## config.mk

```make
export PLATFORM = sky130hd
export DESIGN_NAME = vc_mux_arbiter_flat
export DESIGN_NICKNAME = d
export VERILOG_FILES = /design/src/rtl/vc_mux_arbiter_if.sv /design/src/rtl/vc_mux_arbiter.sv /design/src/flat_wrapper.sv
export SDC_FILE = /design/constraint.sdc
export NUM_CORES = 1
export LEC_CHECK = 0
export CAP_MARGIN = 20
export CORE_ASPECT_RATIO = 1.25
export CORE_UTILIZATION = 46
export CTS_CLUSTER_DIAMETER = 30
export DETAILED_ROUTE_END_ITERATION = 6
export PLACE_DENSITY = 0.78
export SYNTH_ARGS = -nofsm -noshare
export SYNTH_HDL_FRONTEND = slang
export SYNTH_SLANG_ARGS = --single-unit
```

## constraint.sdc

```tcl
create_clock -name clk -period 2.6 [get_ports clk]
set_input_delay 0.39 -clock clk [delete_from_list [all_inputs] [get_ports clk]]
set_output_delay 0.39 -clock clk [all_outputs]
set_load 0.02 [all_outputs]
```

## src/rtl/vc_mux_arbiter_if.sv

```systemverilog
// VC mux arbiter bus: FIFO-side pops, downstream push and status.
// The slave modport is the arbiter's view; master is the environment's.
interface vc_mux_arbiter_if #(
    parameter int CNT_W = 8
);
    logic             vc0_empty;
    logic [5:0]       vc0_data;
    logic             vc1_empty;
    logic [5:0]       vc1_data;
    logic             dst_almost_full;
    logic             pop_vc0;
    logic             pop_vc1;
    logic [5:0]       data_out;
    logic             valid_out;
    logic [CNT_W-1:0] cnt_vc0;
    logic [CNT_W-1:0] cnt_vc1;
    logic             class_err;

    modport master (
        output vc0_empty, vc0_data, vc1_empty, vc1_data,
        output dst_almost_full,
        input  pop_vc0, pop_vc1, data_out, valid_out,
        input  cnt_vc0, cnt_vc1, class_err
    );

    modport slave (
        input  vc0_empty, vc0_data, vc1_empty, vc1_data,
        input  dst_almost_full,
        output pop_vc0, pop_vc1, data_out, valid_out,
        output cnt_vc0, cnt_vc1, class_err
    );
endinterface

```

## src/rtl/vc_mux_arbiter.sv

```systemverilog
// Transmit-side VC0/VC1 merge: VC0 priority with a VC1 anti-starvation
// burst limit, almost-full back-pressure, counters and class check.
module vc_mux_arbiter #(
    parameter int MAX_BURST = 4,
    parameter int CNT_W     = 8
) (
    input logic              clk,
    input logic              reset,
    vc_mux_arbiter_if.slave  bus
);
    typedef enum logic [1:0] {
        IDLE,
        ACTIVE,
        HOLD
    } state_t;

    localparam logic [3:0]       BURST_MAX = 4'(MAX_BURST);
    localparam logic [CNT_W-1:0] CNT_MAX   = '1;
    localparam logic [CNT_W-1:0] CNT_ONE   = CNT_W'(1);

    state_t     state;
    logic [3:0] burst_cnt;
    logic       any_ready;
    logic       can_pop;
    logic       grant0;
    logic       grant1;

    // Grant decode; the empty and almost-full checks are same-cycle so an
    // empty FIFO is never popped and a hold blocks the pop immediately.
    always_comb begin
        any_ready = !bus.vc0_empty || !bus.vc1_empty;
        can_pop   = reset && (state == ACTIVE) && !bus.dst_almost_full;
        grant1    = can_pop && !bus.vc1_empty &&
                    (bus.vc0_empty || (burst_cnt == BURST_MAX));
        grant0    = can_pop && !bus.vc0_empty && !grant1;
    end

    assign bus.pop_vc0 = grant0;
    assign bus.pop_vc1 = grant1;

    // Control FSM plus registered output word, counters and error flag.
    always_ff @(posedge clk or negedge reset) begin
        if (!reset) begin
            state         <= IDLE;
            burst_cnt     <= '0;
            bus.data_out  <= '0;
            bus.valid_out <= 1'b0;
            bus.cnt_vc0   <= '0;
            bus.cnt_vc1   <= '0;
            bus.class_err <= 1'b0;
        end else begin
            bus.valid_out <= grant0 || grant1;

            if (grant0) begin
                bus.data_out <= bus.vc0_data;
                if (bus.cnt_vc0 != CNT_MAX)
                    bus.cnt_vc0 <= bus.cnt_vc0 + CNT_ONE;
                if (bus.vc0_data[5])
                    bus.class_err <= 1'b1;
            end else if (grant1) begin
                bus.data_out <= bus.vc1_data;
                if (bus.cnt_vc1 != CNT_MAX)
                    bus.cnt_vc1 <= bus.cnt_vc1 + CNT_ONE;
                if (!bus.vc1_data[5])
                    bus.class_err <= 1'b1;
            end

            // Burst only counts VC0 wins that actually made VC1 wait.
            if (bus.vc1_empty || grant1)
                burst_cnt <= '0;
            else if (grant0 && (burst_cnt < BURST_MAX))
                burst_cnt <= burst_cnt + 4'd1;

            unique case (state)
                IDLE: begin
                    if (bus.dst_almost_full)
                        state <= HOLD;
                    else if (any_ready)
                        state <= ACTIVE;
                end
                ACTIVE: begin
                    if (bus.dst_almost_full)
                        state <= HOLD;
                    else if (!any_ready)
                        state <= IDLE;
                end
                HOLD: begin
                    if (!bus.dst_almost_full)
                        state <= any_ready ? ACTIVE : IDLE;
                end
                default: state <= IDLE;
            endcase
        end
    end
endmodule

```

## src/flat_wrapper.sv

```systemverilog
// flat-port wrapper written by rule: the top's interface ports become plain ports
module vc_mux_arbiter_flat 
#(
    parameter int MAX_BURST = 4,
    parameter int CNT_W     = 8
)
  (clk, reset, bus_vc0_empty, bus_vc0_data, bus_vc1_empty, bus_vc1_data, bus_dst_almost_full, bus_pop_vc0, bus_pop_vc1, bus_data_out, bus_valid_out, bus_cnt_vc0, bus_cnt_vc1, bus_class_err);
  vc_mux_arbiter_if #(.CNT_W(CNT_W)) bus_i ();
  input logic clk;
  input logic reset;
  input wire logic [$bits(bus_i.vc0_empty)-1:0] bus_vc0_empty;
  input wire logic [$bits(bus_i.vc0_data)-1:0] bus_vc0_data;
  input wire logic [$bits(bus_i.vc1_empty)-1:0] bus_vc1_empty;
  input wire logic [$bits(bus_i.vc1_data)-1:0] bus_vc1_data;
  input wire logic [$bits(bus_i.dst_almost_full)-1:0] bus_dst_almost_full;
  output wire logic [$bits(bus_i.pop_vc0)-1:0] bus_pop_vc0;
  output wire logic [$bits(bus_i.pop_vc1)-1:0] bus_pop_vc1;
  output wire logic [$bits(bus_i.data_out)-1:0] bus_data_out;
  output wire logic [$bits(bus_i.valid_out)-1:0] bus_valid_out;
  output wire logic [$bits(bus_i.cnt_vc0)-1:0] bus_cnt_vc0;
  output wire logic [$bits(bus_i.cnt_vc1)-1:0] bus_cnt_vc1;
  output wire logic [$bits(bus_i.class_err)-1:0] bus_class_err;
  assign bus_i.vc0_empty = bus_vc0_empty;
  assign bus_i.vc0_data = bus_vc0_data;
  assign bus_i.vc1_empty = bus_vc1_empty;
  assign bus_i.vc1_data = bus_vc1_data;
  assign bus_i.dst_almost_full = bus_dst_almost_full;
  assign bus_pop_vc0 = bus_i.pop_vc0;
  assign bus_pop_vc1 = bus_i.pop_vc1;
  assign bus_data_out = bus_i.data_out;
  assign bus_valid_out = bus_i.valid_out;
  assign bus_cnt_vc0 = bus_i.cnt_vc0;
  assign bus_cnt_vc1 = bus_i.cnt_vc1;
  assign bus_class_err = bus_i.class_err;
  vc_mux_arbiter #(.MAX_BURST(MAX_BURST), .CNT_W(CNT_W)) u_core (.clk(clk), .reset(reset), .bus(bus_i));
endmodule
```

# Word-level counts from Yosys, hierarchy flattened
# Cells that the tools add are included.
# op_classes
n_bitwise	1
n_addsub	3
n_lt_le_gt_ge	1
n_eq_ne	10
n_mux	15
n_reduce_logical	22
# ops
operator	n
8-bit by 1-bit adder with 8-bit output (second input constant)	2
8-bit inequality test (second input constant)	2
6-bit 2-to-1 mux	2
2-bit 2-to-1 mux	5
3-bit AND reduction	3
4-bit 2-to-1 mux	2
1-bit logical AND	7
2-bit one-hot mux with 3 select lines	1
1-bit 2-to-1 mux	5
4-bit by 1-bit adder with 4-bit output (second input constant)	1
4-bit by 3-bit == test with 1-bit output (second input constant)	1
1-bit logical NOT	4
1-bit logical OR	4
4-bit by 3-bit less-than comparator with 1-bit output (second input constant)	1
2-bit inequality test (second input constant)	2
2-bit nonzero test	2
3-bit by 2-bit inequality test with 1-bit output (second input constant)	1
3-bit inequality test (second input constant)	1
2-bit by 1-bit == test with 1-bit output (second input constant)	1
2-bit == test (second input constant)	1
2-bit logical NOT	1
2-bit by 1-bit inequality test with 1-bit output (second input constant)	1
2-bit AND reduction	1
1-bit inverter	1
# totals
reg_bits	30
out_inout_bits	26
in_bits	17
word_cells	59

# Longest topological paths before layout
# Gate-level depths: netlist of run 1.
# depth
depth_word	10
mapped_depth	8
mapped_depth_nobuf	7

# Worst setup path after synthesis of run 1
# Ideal clock, no wire load.
# synth_path
path_type	reg-to-reg
from	register u_core.burst_cnt[0]
to	register u_core.bus.cnt_vc0[1]
path_stages_with_launch	8
setup_time_ns	0.125
t_required_ns	2.475
period_less_slack_ns	1.822
n_path_buf	1
slack_ns	0.778
arrival_time_ns	1.698
cell_sequence	dfrtp_1 -> inv_1 -> ha_1 -> nor4bb_1 -> or3_4 -> buf_6 -> nor2_1 -> mux2_2
# synth_via
elab_chain_cells	6
# synth_lines
element	line_no	rtl
start: declaration	vc_mux_arbiter.sv:22	logic [3:0] burst_cnt;
start signal: assignment	vc_mux_arbiter.sv:72	burst_cnt <= burst_cnt + 4'd1;
4-bit by 3-bit == test with 1-bit output	vc_mux_arbiter.sv:34	(bus.vc0_empty || (burst_cnt == BURST_MAX));
1-bit logical OR	vc_mux_arbiter.sv:34	
1-bit logical AND	vc_mux_arbiter.sv:33	grant1 = can_pop && !bus.vc1_empty &&
1-bit logical NOT	vc_mux_arbiter.sv:35	grant0 = can_pop && !bus.vc0_empty && !grant1;
1-bit logical AND	vc_mux_arbiter.sv:35	
2-bit AND reduction (no source line)	--	
end signal: assignment	vc_mux_arbiter.sv:57	bus.cnt_vc0 <= bus.cnt_vc0 + CNT_ONE;
end: declaration	vc_mux_arbiter_if.sv:30	output cnt_vc0, cnt_vc1, class_err
# No other way between the ends.
# A chain may end at the register's enable or synchronous reset.

# Worst setup path after layout of run 1
# layout_path
from	register u_core.burst_cnt[0]
to	output port bus_pop_vc1
# layout_via
elab_chain_cells	3
# layout_lines
element	line_no	rtl
4-bit by 3-bit == test with 1-bit output	vc_mux_arbiter.sv:34	
1-bit logical OR	vc_mux_arbiter.sv:34	
1-bit logical AND	vc_mux_arbiter.sv:33	
end: declaration	flat_wrapper.sv:17	output wire logic [$bits(bus_i.pop_vc1)-1:0] bus_pop_vc1;
# No other way between the ends.

==> reports/results.md, run 1 <==
| Step | Metric | Reported |
|---|---|---|
| status | Status | completed |
| drt | Violation count after the first detailed-route iteration | 9 |
| synth | Most common cell in the netlist | dfrtp_1 |
| cts | Post-CTS setup buffers | 0 |
| die | Floorplan die width | 52.2 um |
| synth | Mean post-synth cell area | 10.7 um^2 |
| die | Std-Cell Core Area | 2970 um^2 |
| worst setup path | Required @ worst endpoint | 2.21 ns |
| drt | Highest layer used for signal routing | met4 |
| timing | Slew Viols, Final | 0 |
| timing | Slew HR | 0.644 |
| place | Gp weighted congestion | 0.798 |
| worst setup path | Kind of launch point of the worst setup path | flip-flop |
| global route | Number of global-route vias before repair | 1,231 |
| drt | Drt pass-1 iters | 4 |
| power | Max rail drop VDD | 0.407 mV |
| synth | Synthesized netlist cell count | 135 |
| worst setup path | Worst Reg-to-Reg Cells | 7 |
| synth | Cell types occupying the most area after synthesis | dfrtp_1, xor2_1, nand2_1 |
| timing | Final setup violating endpoints | 0 |
| cts | Clock Root Buffer | clkbuf_4 |
| worst setup path | Slowest cell delay on critical path | 0.41 ns |
| worst setup path | Crit end category | output pin |
| global route | Largest net degree at the start of global routing | 31 |
| power | Total power draw | 1.22 mW |
| min path | Hold-critical path depth | 2 |
| cts | CTS buffer count | 5 |
| timing | Slew at the pin closest to its max-slew limit | 0.530 ns |
| synth | Commonest cells post-synth | dfrtp_1, nand2_1, nor2_1 |
| flow run | Max-cap violation count | 0 |
| worst setup path | Arrival @ worst endpoint | 1.79 ns |
| cts | Post-CTS clock slew at the launch and capture registers of the worst setup and hold paths | 0.09 ns |
| die | Height of the die | 64.7 um |
| worst setup path | CP max FO | 4 |
| global route | First-pass GRT wire length | 5430 um |
| cells and area | Post-layout net count | 208 |
| synth | Most area-hungry cell type in the Yosys netlist | dfrtp_1 |
| min path | Classification of the worst-slack hold path | flip-flop to flip-flop |
| die | Area of the die | 3380 um^2 |
| cells and area | Syn-to-layout area delta | 38.3% |
| timing | Period minus WS final | 2.18 ns |
| timing | Total negative slack for setup checks | 0 ns |
| cts | CTS tree | built |
| worst setup path | Worst Path Class, Setup | flip-flop to output pin |
| drt | Detailed-route DRC error count | 0 |
| place | Half-perimeter wire length after detailed placement | 2420 um |
| cells and area | Number of filler cells placed in the layout | 250 |
| die | Initial core utilization | 0.487 |
| synth | Most frequently used flop master after synthesis | dfrtp_1 |
| worst setup path | Cell with the most instances on the worst path | inv_1 |
| cts | Level count of the clock H-tree | 2 |
| cts | Clock sink count | 30 |
| drt | Met2 layer wire length in the routed design | 1660 um |
| timing | Highest Clock Rate | 460 MHz |
| worst setup path | Worst R2R Setup Slack | 0.64 ns |
| cts | CTS max path bufs | 2 |
| cells and area | Share of cells above drive strength 1 | 0.128 |
| global route | Antenna violations before repair | 0 |
| drt | Via density per instance | 5.42 |
| drt | Routed length on met3 | 241 um |
| power | Pwr Density | 607 nW/um^2 |
| drt | Average wire per cell in the routed design | 14.2 um |
| global route | GRT Residual Overflow | 0 |
| drt | Via count | 1,214 |
| synth | Synth unique cells | 36 |
| worst setup path | Cell with the largest stage delay on the worst path | dfrtp_1 |
| synth | Total standard cell area after synthesis | 1450 um^2 |
| synth | Share of synthesized registers carrying an async set or reset | 1.00 |
| drt | Routed Wire Length | 3170 um |
| timing | Final Hold Violating Endpoints | 0 |
| cells and area | Number of antenna cells inserted | 0 |
| synth | EDFF count, synth | 0 |
| drt | Routed metal-1 wirelength | 1250 um |
| synth | Number of synthesized register bits | 30 |
| global route | Global-route usage over all layers | 0.217 |
| power | Leakage power | 0.932 nW |
| worst setup path | List of cells traversed by the critical path | inv_1 -> ha_1 -> nand3b_1 -> a211o_2 -> inv_1 -> dlymetal6s2s_1 |
| place | Port Buffers | 42 |
| timing | Unrepaired setup endpoints after global routing | no |
| synth | Post-synth top area share | 0.518 |
| timing | Post-route clock period utilization | 0.837 |
| die | Number of top-level pins | 43 |
| synth | Post-Syn Nets | 156 |
| synth | Sequential fraction of the synthesis area | 0.518 |
| cts | Later-pin clock latency in the skew report | 0.33 ns |
| drt | Count of nets left with antenna violations after detail routing | 0 |
| die | Rows | 22 |
| timing | Setup Skew | 0.00886 ns |
| synth | Total number of yosys warnings | 0 |
[metrics by stage]
stage	hold slack, ns	area, um^2	utilization	worst slack (ns)	cells
after global routing	0.533	2000	0.674	0.292	224
final	0.489	2000	0.674	0.425	224
after CTS	0.493	2000	0.673	0.0109	224
after floorplan	0.0944	1450	-	0.778	135
after detailed placement	0.472	1940	0.652	0.0523	216
after global placement	0.463	1940	0.652	0.0725	216
[worst paths after layout]
kind                                    endpoint                 start
max in group asynchronous    u_core.burst_cnt[1]                 reset
min                         u_core.bus.class_err  u_core.bus.class_err
min reg2reg                 u_core.bus.class_err  u_core.bus.class_err
max reg2reg                u_core.bus.cnt_vc1[1]   u_core.burst_cnt[0]
max                                  bus_pop_vc1   u_core.burst_cnt[0]
min in group asynchronous  u_core.bus.cnt_vc0[3]                 reset
[routing by layer]
layer  up-vias  track usage
li1        581            -
met1       585        0.245
met2        44        0.364
met3         4       0.0892
met4         0       0.0691
met5         -            0
[layout by cell type, fill, tap and decap left out, types with 3 or more instances in the layout]
master / Yosys / final
xor2_1: 9 / 9
ha_1: 4 / 4
clkbuf_4: 0 / 5
clkdlybuf4s50_1: 0 / 40
mux2_2: 3 / 3
nor4_1: 3 / 3
a21oi_1: 5 / 5
nand3_1: 6 / 6
dfrtp_1: 30 / 30
nor2_1: 14 / 14
nand2_1: 18 / 18
buf_4: 0 / 6
a31oi_1: 10 / 10
inv_1: 6 / 6
[worst max-delay path, delay by kind of cell (launching register included)]
kind                       cells  cell delay (ns)
buffers and inverters          3             0.42
DFF                            1             0.41
AOI/OAI and AO/OA              1             0.36
adders and majority gates      1             0.17
and+or+nand+nor                1             0.11
[state kept, by name (all words and copies together), names as in the netlist]
register              cells
u_core.bus.cnt_vc1        8
u_core.bus.data_out       6
u_core.bus.class_err      1
u_core.burst_cnt          4
u_core.bus.cnt_vc0        8
u_core.bus.valid_out      1
u_core.state              2
[cells by family (layout without fill, tap and decap cells)]
family | after synthesis | count (layout) | synth area share
XOR/XNOR | 11 | 11 | 0.0665
buffers and inverters | 9 | 62 | 0.0294
AO/OA/AOI/OAI | 20 | 20 | 0.0881
flip-flops | 30 | 30 | 0.518
adder cells (fa/ha/maj) | 4 | 4 | 0.0345
multiplexers | 4 | 4 | 0.0302
AND/OR/NAND/NOR | 57 | 57 | 0.233
[report_power, final]
part | switching, mW | leakage [nW] | internal, mW
clock network | 0.157 | 0.0353 | 0.131
logic | 0.169 | 0.504 | 0.177
registers | 0.0538 | 0.392 | 0.529
total | 0.380 | 0.932 | 0.836
[cell type report]
cell class | instances | area, um^2 | share of cell area
Clock buffer | 7 | 55.1 | 0.0275
Sequential cell | 30 | 751 | 0.375
Tap cell | 36 | 45.0 | 0.0225
Inverter | 6 | 22.5 | 0.0112
Clock inverter | 1 | 5.00 | 0.00250
Multi-Input combinational cell | 96 | 656 | 0.327
Timing Repair Buffer | 48 | 470 | 0.235
[timing repair]
action,4_1_cts,5_1_grt
gates resized for setup,0,2
hold buffers,0,0
endpoints found under the setup margin,0,2
No activity file was read; power rests on OpenSTA's default activity.
==> inputs of run 2 (changes only) <==
==> constraint.sdc (replaced) <==
create_clock -name clk -period 2.15 [get_ports clk]
set_input_delay 0.3225 -clock clk [delete_from_list [all_inputs] [get_ports clk]]
set_output_delay 0.3225 -clock clk [all_outputs]
set_load 0.02 [all_outputs]
==> reports/results.md, run 2 (synthesized netlist as in run 1, its figures left out) <==
| Step | Metric | Reported | Delta |
|---|---|---|---|
| cells and area | Share of cells above drive strength 1 | 0.161 | +0.0330 |
| timing | Post-route clock period utilization | 0.955 |  |
| timing | Slew at the pin closest to its max-slew limit | 0.567 ns | +0.0370 ns |
| status | Status | completed |  |
| worst setup path | Kind of launch point of the worst setup path | flip-flop |  |
| global route | GRT Residual Overflow | 0 | unchanged |
| cells and area | Largest registers | u_core.bus.cnt_vc0: 8 flops, u_core.bus.cnt_vc1: 8 flops, u_core.bus.data_out: 6 flops |  |
| die | Height of the die | 64.7 um | unchanged |
| timing | Highest Clock Rate | 487 MHz |  |
| flow run | Max-cap violation count | 0 | unchanged |
| global route | First-pass GRT wire length | 5480 um | +0.88% |
| cts | Later-pin clock latency in the skew report | 0.33 ns | about the same |
| timing | Slew HR | 0.619 | -0.0249 |
| min path | Classification of the worst-slack hold path | flip-flop to flip-flop |  |
| worst setup path | Slowest cell delay on critical path | 0.40 ns | about the same |
| die | Floorplan die width | 52.2 um | unchanged |
| cells and area | Leading cell type in the layout, fill and taps excluded | clkdlybuf4s50_1 |  |
| place | Setup slack at placement | -0.235 ns | -0.288 ns |
| worst setup path | Required @ worst endpoint | 1.83 ns | -0.38 ns |
| drt | Drt pass-1 iters | 4 | unchanged |
| min path | Min-delay src | u_core.bus.class_err |  |
| drt | Routed length on met3 | 209 um | -13% |
| cts | Clock sink count | 30 | unchanged |
| die | Area of the die | 3380 um^2 | unchanged |
| timing | Final Hold Violating Endpoints | 0 | unchanged |
| timing | Post-layout worst setup margin | 0.0978 ns | -0.327 ns |
| drt | Violation count after the first detailed-route iteration | 22 | +13 |
| timing | Setup Skew | 0.00878 ns | -0.0000774 ns |
| worst setup path | Reg-to-reg endpoint | u_core.bus.cnt_vc0[1] |  |
| place | Half-perimeter wire length after detailed placement | 2410 um | -0.38% |
| cells and area | Syn-to-layout area delta | 39.8% |  |
| worst setup path | Worst Reg-to-Reg Cells | 7 | unchanged |
| global route | Antenna violations before repair | 0 | unchanged |
| cts | Number of buffers inserted for hold repair after clock tree synthesis | 0 | unchanged |
| cts | Post-CTS clock slew at the launch and capture registers of the worst setup and hold paths | 0.08 ns | about the same |
| worst setup path | Crit end category | output pin |  |
| die | Std-Cell Core Area | 2970 um^2 | unchanged |
| global route | Largest net degree at the start of global routing | 31 | unchanged |
| power | Leakage power | 0.920 nW | -1.3% |
| place | Gp weighted congestion | 0.804 | +0.71% |
| cts | CTS tree | built |  |
| worst setup path | Cell with the largest stage delay on the worst path | dfrtp_1 |  |
| timing | Final setup violating endpoints | 0 | unchanged |
| drt | Via count | 1,212 | -0.16% |
| worst setup path | CP max FO | 4 | unchanged |
| worst setup path | Worst R2R Setup Slack | 0.22 ns | -0.42 ns |
| drt | Detailed-route DRC error count | 0 | unchanged |
| drt | Highest layer used for signal routing | met4 |  |
| cts | CTS max path bufs | 2 | unchanged |
| die | Rows | 22 | unchanged |
| worst setup path | Startpoint of the worst-slack reg-to-reg timing path | u_core.burst_cnt[1] |  |
| worst setup path | Arrival @ worst endpoint | 1.73 ns | -0.06 ns |
| worst setup path | Worst Path Class, Setup | flip-flop to output pin |  |
| timing | Period minus WS final | 2.05 ns |  |
| cts | CTS buffer count | 5 | unchanged |
| cts | Clock Root Buffer | clkbuf_4 |  |
| die | Initial core utilization | 0.487 | unchanged |
| drt | Routed Wire Length | 3220 um | +1.5% |
| cts | Level count of the clock H-tree | 2 | unchanged |
| place | DP Area | 1980 um^2 | +2.3% |
| power | Total power draw | 1.44 mW | +18% |
| min path | Hold-critical path depth | 2 | unchanged |
| place | Port Buffers | 42 | unchanged |
| min path | Hold worst-path end | u_core.bus.class_err |  |
| drt | Count of nets left with antenna violations after detail routing | 0 | unchanged |
| die | Number of top-level pins | 43 | unchanged |
| worst setup path | Cell with the most instances on the worst path | inv_1 |  |
| drt | Routed metal-1 wirelength | 1380 um | +10% |
| drt | Average wire per cell in the routed design | 14.1 um | -0.73% |
| drt | Via density per instance | 5.29 | -2.3% |
| power | Pwr Density | 709 nW/um^2 | +17% |
| cells and area | Post-layout net count | 214 | +2.9% |
| global route | Number of global-route vias before repair | 1,184 | -3.8% |
| drt | Met2 layer wire length in the routed design | 1580 um | -5.1% |
| power | Max rail drop VDD | 0.514 mV | +26% |
| cells and area | Number of antenna cells inserted | 0 | unchanged |
| worst setup path | List of cells traversed by the critical path | inv_1 -> ha_1 -> nand3b_1 -> a211o_2 -> inv_1 -> buf_2 |  |
| timing | Slew Viols, Final | 0 | unchanged |
| cells and area | Area of all placed cells without fillers | 2030 um^2 | +1.1% |
| cells and area | Top library cells by usage in the layout, fill and taps aside | clkdlybuf4s50_1, dfrtp_1, nand2_1, nor2_1, buf_4 |  |
| global route | Global-route usage over all layers | 0.224 | +0.00738 |
run 2: power by group:
part	internal, mW	switching, mW	total (mW)
logic	0.219	0.206	0.425
clock network	0.123	0.180	0.303
registers	0.640	0.0675	0.707
total	0.981	0.454	1.44
run 2: cell type report:
class / instances / area, um^2
flip-flops and latches: 30 / 751
multi-input cells: 96 / 662
inverters: 6 / 22.5
fillers: 242 / 947
well taps: 36 / 45.0
repair buffers: 54 / 500
clock buffers: 7 / 45.0
run 2: through the flow:
| stage | cells | utilization | setup TNS, ns | hold slack, ns |
|---|---|---|---|---|
| global placement | 222 | 0.668 | -0.457 | 0.459 |
| global route | 229 | 0.681 | -0.0130 | 0.515 |
| floorplan | 135 | - | 0 | 0.0269 |
| detailed placement | 222 | 0.668 | -0.535 | 0.469 |
| finish | 229 | 0.681 | 0 | 0.484 |
| CTS | 229 | 0.683 | 0 | 0.487 |
run 2: metal layers:
metal	vias to the layer above	track usage
met5	-	0
met4	0	0.0789
met3	5	0.0775
met2	43	0.367
met1	566	0.269
li1	598	-
run 2: how the worst max path moves through the flow:
stage / start / to / slack [ns] / depth (start not counted)
after global routing: u_core.burst_cnt[1] / bus_pop_vc1 / -0.01 / 6
after global placement: reset / bus_pop_vc1 / -0.23 / 5
after floorplan: u_core.burst_cnt[0] / u_core.bus.cnt_vc0[1] / 0.33 / 7
final: u_core.burst_cnt[1] / bus_pop_vc1 / 0.1 / 6
after detailed placement: reset / bus_pop_vc0 / -0.24 / 5
after CTS: u_core.burst_cnt[1] / bus_pop_vc0 / 0.002 / 6
run 2: critical path, delay by kind of cell, from the launching register on:
| kind | cells | cell delay, ns |
|---|---|---|
| flip-flops | 1 | 0.40 |
| AO/OA/AOI/OAI | 1 | 0.36 |
| AND/OR/NAND/NOR | 1 | 0.12 |
| buffers and inverters | 3 | 0.35 |
| adder cells (fa/ha/maj) | 1 | 0.16 |
run 2: timing repair:
item / 4_1_cts / 5_1_grt
endpoints found under the setup margin: 2 / 2
gates cloned: 0 / 0
resized for setup: 4 / 4
buffers inserted: 0 / 0
==> inputs of run 3 (changes only) <==
--- a/config.mk
+++ b/config.mk
@@ -7,6 +7,7 @@
 export LEC_CHECK = 0
 export CAP_MARGIN = 20
 export CORE_ASPECT_RATIO = 1.25
+export CORE_MARGIN = 8
 export CORE_UTILIZATION = 46
 export CTS_CLUSTER_DIAMETER = 30
 export DETAILED_ROUTE_END_ITERATION = 6
==> reports/results.md, run 3 (synthesized netlist as in run 1, its figures left out) <==
| Step | Metric | Reported | Delta |
|---|---|---|---|
| die | Height of the die | 78.7 um | +22% |
| cells and area | Leading cell type in the layout, fill and taps excluded | clkdlybuf4s50_1 |  |
| worst setup path | Arrival @ worst endpoint | 1.74 ns | about the same |
| cts | CTS-repair resized insts | 3 | -1 |
| cells and area | Area of all placed cells without fillers | 2060 um^2 | +1.9% |
| min path | Hold worst-path end | u_core.state[0] |  |
| min path | Min-delay src | u_core.state[1] |  |
| worst setup path | Delay-heaviest family, CP | buffers and inverters |  |
| global route | Largest net degree at the start of global routing | 31 | unchanged |
| power | Internal power of the cells | 1.08 mW | +10% |
| cells and area | Number of filler cells placed in the layout | 262 | +8.3% |
| worst setup path | Worst Reg-to-Reg Cells | 7 | unchanged |
| power | Clock group share of total power | 0.265 | +0.054 |
| worst setup path | Kind of launch point of the worst setup path | primary input |  |
| global route | First-pass GRT wire length | 6200 um | +13% |
| cts | Later-pin clock latency in the skew report | 0.28 ns | -0.05 ns |
| power | Leakage power | 0.936 nW | +1.8% |
| power | Sw Share | 0.306 | -0.0106 |
| cells and area | Share of cells above drive strength 1 | 0.155 | -0.00598 |
| place | Port Buffers | 42 | unchanged |
| worst setup path | Worst R2R Setup Slack | 0.24 ns | +0.02 ns |
| global route | Number of global-route vias before repair | 1,325 | +12% |
| timing | Slew HR | 0.668 | +0.0494 |
| cells and area | Non-filler cells, final | 231 | +0.87% |
| timing | Slew at the pin closest to its max-slew limit | 0.493 ns | -0.0734 ns |
| die | Std-Cell Core Area | 3110 um^2 | +4.5% |
| worst setup path | CP max FO | 3 | -1 |
| timing | Slew Viols, Final | 0 | unchanged |
| cts | CTS buffer count | 5 | unchanged |
| drt | Detailed-route DRC error count | 0 | unchanged |
| timing | Final hold slack | 0.488 ns | +0.00402 ns |
| cells and area | Top library cells by usage in the layout, fill and taps aside | clkdlybuf4s50_1, dfrtp_1, nand2_1, nor2_1, buf_4 |  |
| cells and area | Core Util, Final | 0.664 | -0.0171 |
| timing | Setup Skew | 0.00473 ns | -0.00405 ns |
| worst setup path | Reg-to-reg endpoint | u_core.bus.cnt_vc0[1] |  |
| drt | Drt pass-1 iters | 4 | unchanged |
| cells and area | Combined flip-flop and latch cell area | 751 um^2 | unchanged |
| cells and area | Number of antenna cells inserted | 0 | unchanged |
| die | Initial core utilization | 0.466 | -0.0212 |
| worst setup path | Required @ worst endpoint | 1.83 ns | about the same |
| timing | Post-route clock period utilization | 0.959 | +0.00404 |
| global route | GRT Residual Overflow | 0 | unchanged |
| place | DP Area | 1990 um^2 | +0.44% |
| worst setup path | Slowest cell delay on critical path | 0.43 ns | +0.03 ns |
| worst setup path | Crit end category | output pin |  |
| timing | Highest Clock Rate | 485 MHz | -0.42% |
| cells and area | Largest registers | u_core.bus.cnt_vc0: 8 flops, u_core.bus.cnt_vc1: 8 flops, u_core.bus.data_out: 6 flops |  |
| timing | Final setup violating endpoints | 0 | unchanged |
| cells and area | Total area of multi-input combinational cells | 656 um^2 | -0.95% |
| min path | Hold-critical path depth | 1 | -1 |
| die | Number of top-level pins | 43 | unchanged |
| worst setup path | Buffers plus inverters on the worst setup path | 3 | unchanged |
| cts | Number of buffers inserted for hold repair after clock tree synthesis | 0 | unchanged |
| power | Sequential share of power | 0.454 | -0.039 |
| worst setup path | Startpoint of the worst-slack reg-to-reg timing path | u_core.burst_cnt[1] |  |
| global route | Antenna violations before repair | 0 | unchanged |
| timing | Final Hold Violating Endpoints | 0 | unchanged |
| place | Gp weighted congestion | 0.750 | -6.7% |
| die | Area of the die | 5210 um^2 | +54% |
| timing | Period minus WS final | 2.06 ns | +0.00870 ns |
| min path | Classification of the worst-slack hold path | flip-flop to flip-flop |  |
| die | Rows | 23 | +4.5% |
| cts | CTS tree | built |  |
| drt | Via count | 1,256 | +3.6% |
| drt | Count of nets left with antenna violations after detail routing | 0 | unchanged |
| power | Pwr Density | 756 nW/um^2 | +6.6% |
| worst setup path | List of cells traversed by the critical path | clkdlybuf4s50_1 -> nand4bb_4 -> a211o_2 -> inv_1 -> clkdlybuf4s15_1 |  |
| cts | Post-CTS clock slew at the launch and capture registers of the worst setup and hold paths | 0.06 ns | -0.02 ns |
| die | Floorplan die width | 66.2 um | +27% |
| drt | Via density per instance | 5.44 | +2.7% |
| timing | Total negative slack for setup checks | 0 ns | unchanged |
| cts | Clock sink count | 30 | unchanged |
| cells and area | Post-layout net count | 215 | +0.47% |
| cts | CTS max path bufs | 2 | unchanged |
| cts | Level count of the clock H-tree | 2 | unchanged |
| cts | Clock Root Buffer | clkbuf_8 |  |
| cells and area | Syn-to-layout area delta | 42.5% |  |
| place | Half-perimeter wire length after detailed placement | 2860 um | +19% |
| drt | Average wire per cell in the routed design | 16.3 um | +16% |
| worst setup path | Worst Path Class, Setup | primary input to output pin |  |
| drt | Routed Wire Length | 3770 um | +17% |
| cts | Post-CTS setup buffers | 0 | unchanged |
| status | Status | completed |  |
| flow run | Max-cap violation count | 0 | unchanged |
| power | Max rail drop VDD | 0.543 mV | +5.5% |
| drt | Violation count after the first detailed-route iteration | 65 | +200% |
| place | # placed instances | 224 | +0.90% |
| worst setup path | Cell with the largest stage delay on the worst path | clkdlybuf4s50_1 |  |
| power | Switching power summed over all nets | 0.477 mW | +5.0% |
| power | Comb pwr share | 0.280 | -0.016 |
| global route | Global-route usage over all layers | 0.153 | -0.0713 |
| timing | Unrepaired setup endpoints after global routing | no |  |
## run 3: changes by cell type in the layout (fill, tap and decap cells not counted)
cell / delta
clkbuf_8: +5
nor4bb_1: +1
buf_2: -1
buf_4: +1
clkdlybuf4s15_1: +1
clkbuf_4: -5
nor4bb_2: -1
## run 3: worst max path at each step
stage	to	cells past startpoint	startpoint	slack (ns)
global placement	bus_pop_vc0	5	bus_dst_almost_full	-0.25
CTS	bus_pop_vc0	5	bus_dst_almost_full	0.03
floorplan	u_core.bus.cnt_vc0[1]	7	u_core.burst_cnt[0]	0.33
global route	bus_pop_vc1	5	bus_dst_almost_full	0.001
detailed placement	bus_pop_vc0	5	bus_dst_almost_full	-0.28
finish	bus_pop_vc1	5	bus_dst_almost_full	0.09
## run 3: cell type report
type / count / share of cell area
clock buffer: 7 / 0.0370
inverter: 6 / 0.0109
multi-input combinational: 96 / 0.318
sequential: 30 / 0.364
tap: 37 / 0.0224
timing repair buffer: 55 / 0.248
## run 3: layer usage
metal	global-route usage	up-vias	routed length, um
li1	-	593	-
met1	0.149	597	1410
met2	0.264	58	1920
met3	0.0717	8	364
met4	0.0707	0	79
met5	0	-	0
## run 3: per-stage QoR
stage	power [mW]	setup slack, ns
2_1_floorplan	0.909	0.328
5_1_grt	1.64	0.00145
3_3_place_gp	1.14	-0.252
6_report	1.56	0.0891
3_5_place_dp	1.16	-0.283
4_1_cts	1.59	0.0267
## run 3: power by group through the flow
stage / registers [mW] / logic [mW] / clock network, mW
3_3_place_gp: 0.709 / 0.426 / 0
6_report: 0.708 / 0.437 / 0.414
4_1_cts: 0.710 / 0.444 / 0.432
5_1_grt: 0.719 / 0.472 / 0.452
3_5_place_dp: 0.718 / 0.441 / 0
2_1_floorplan: 0.799 / 0.110 / 0
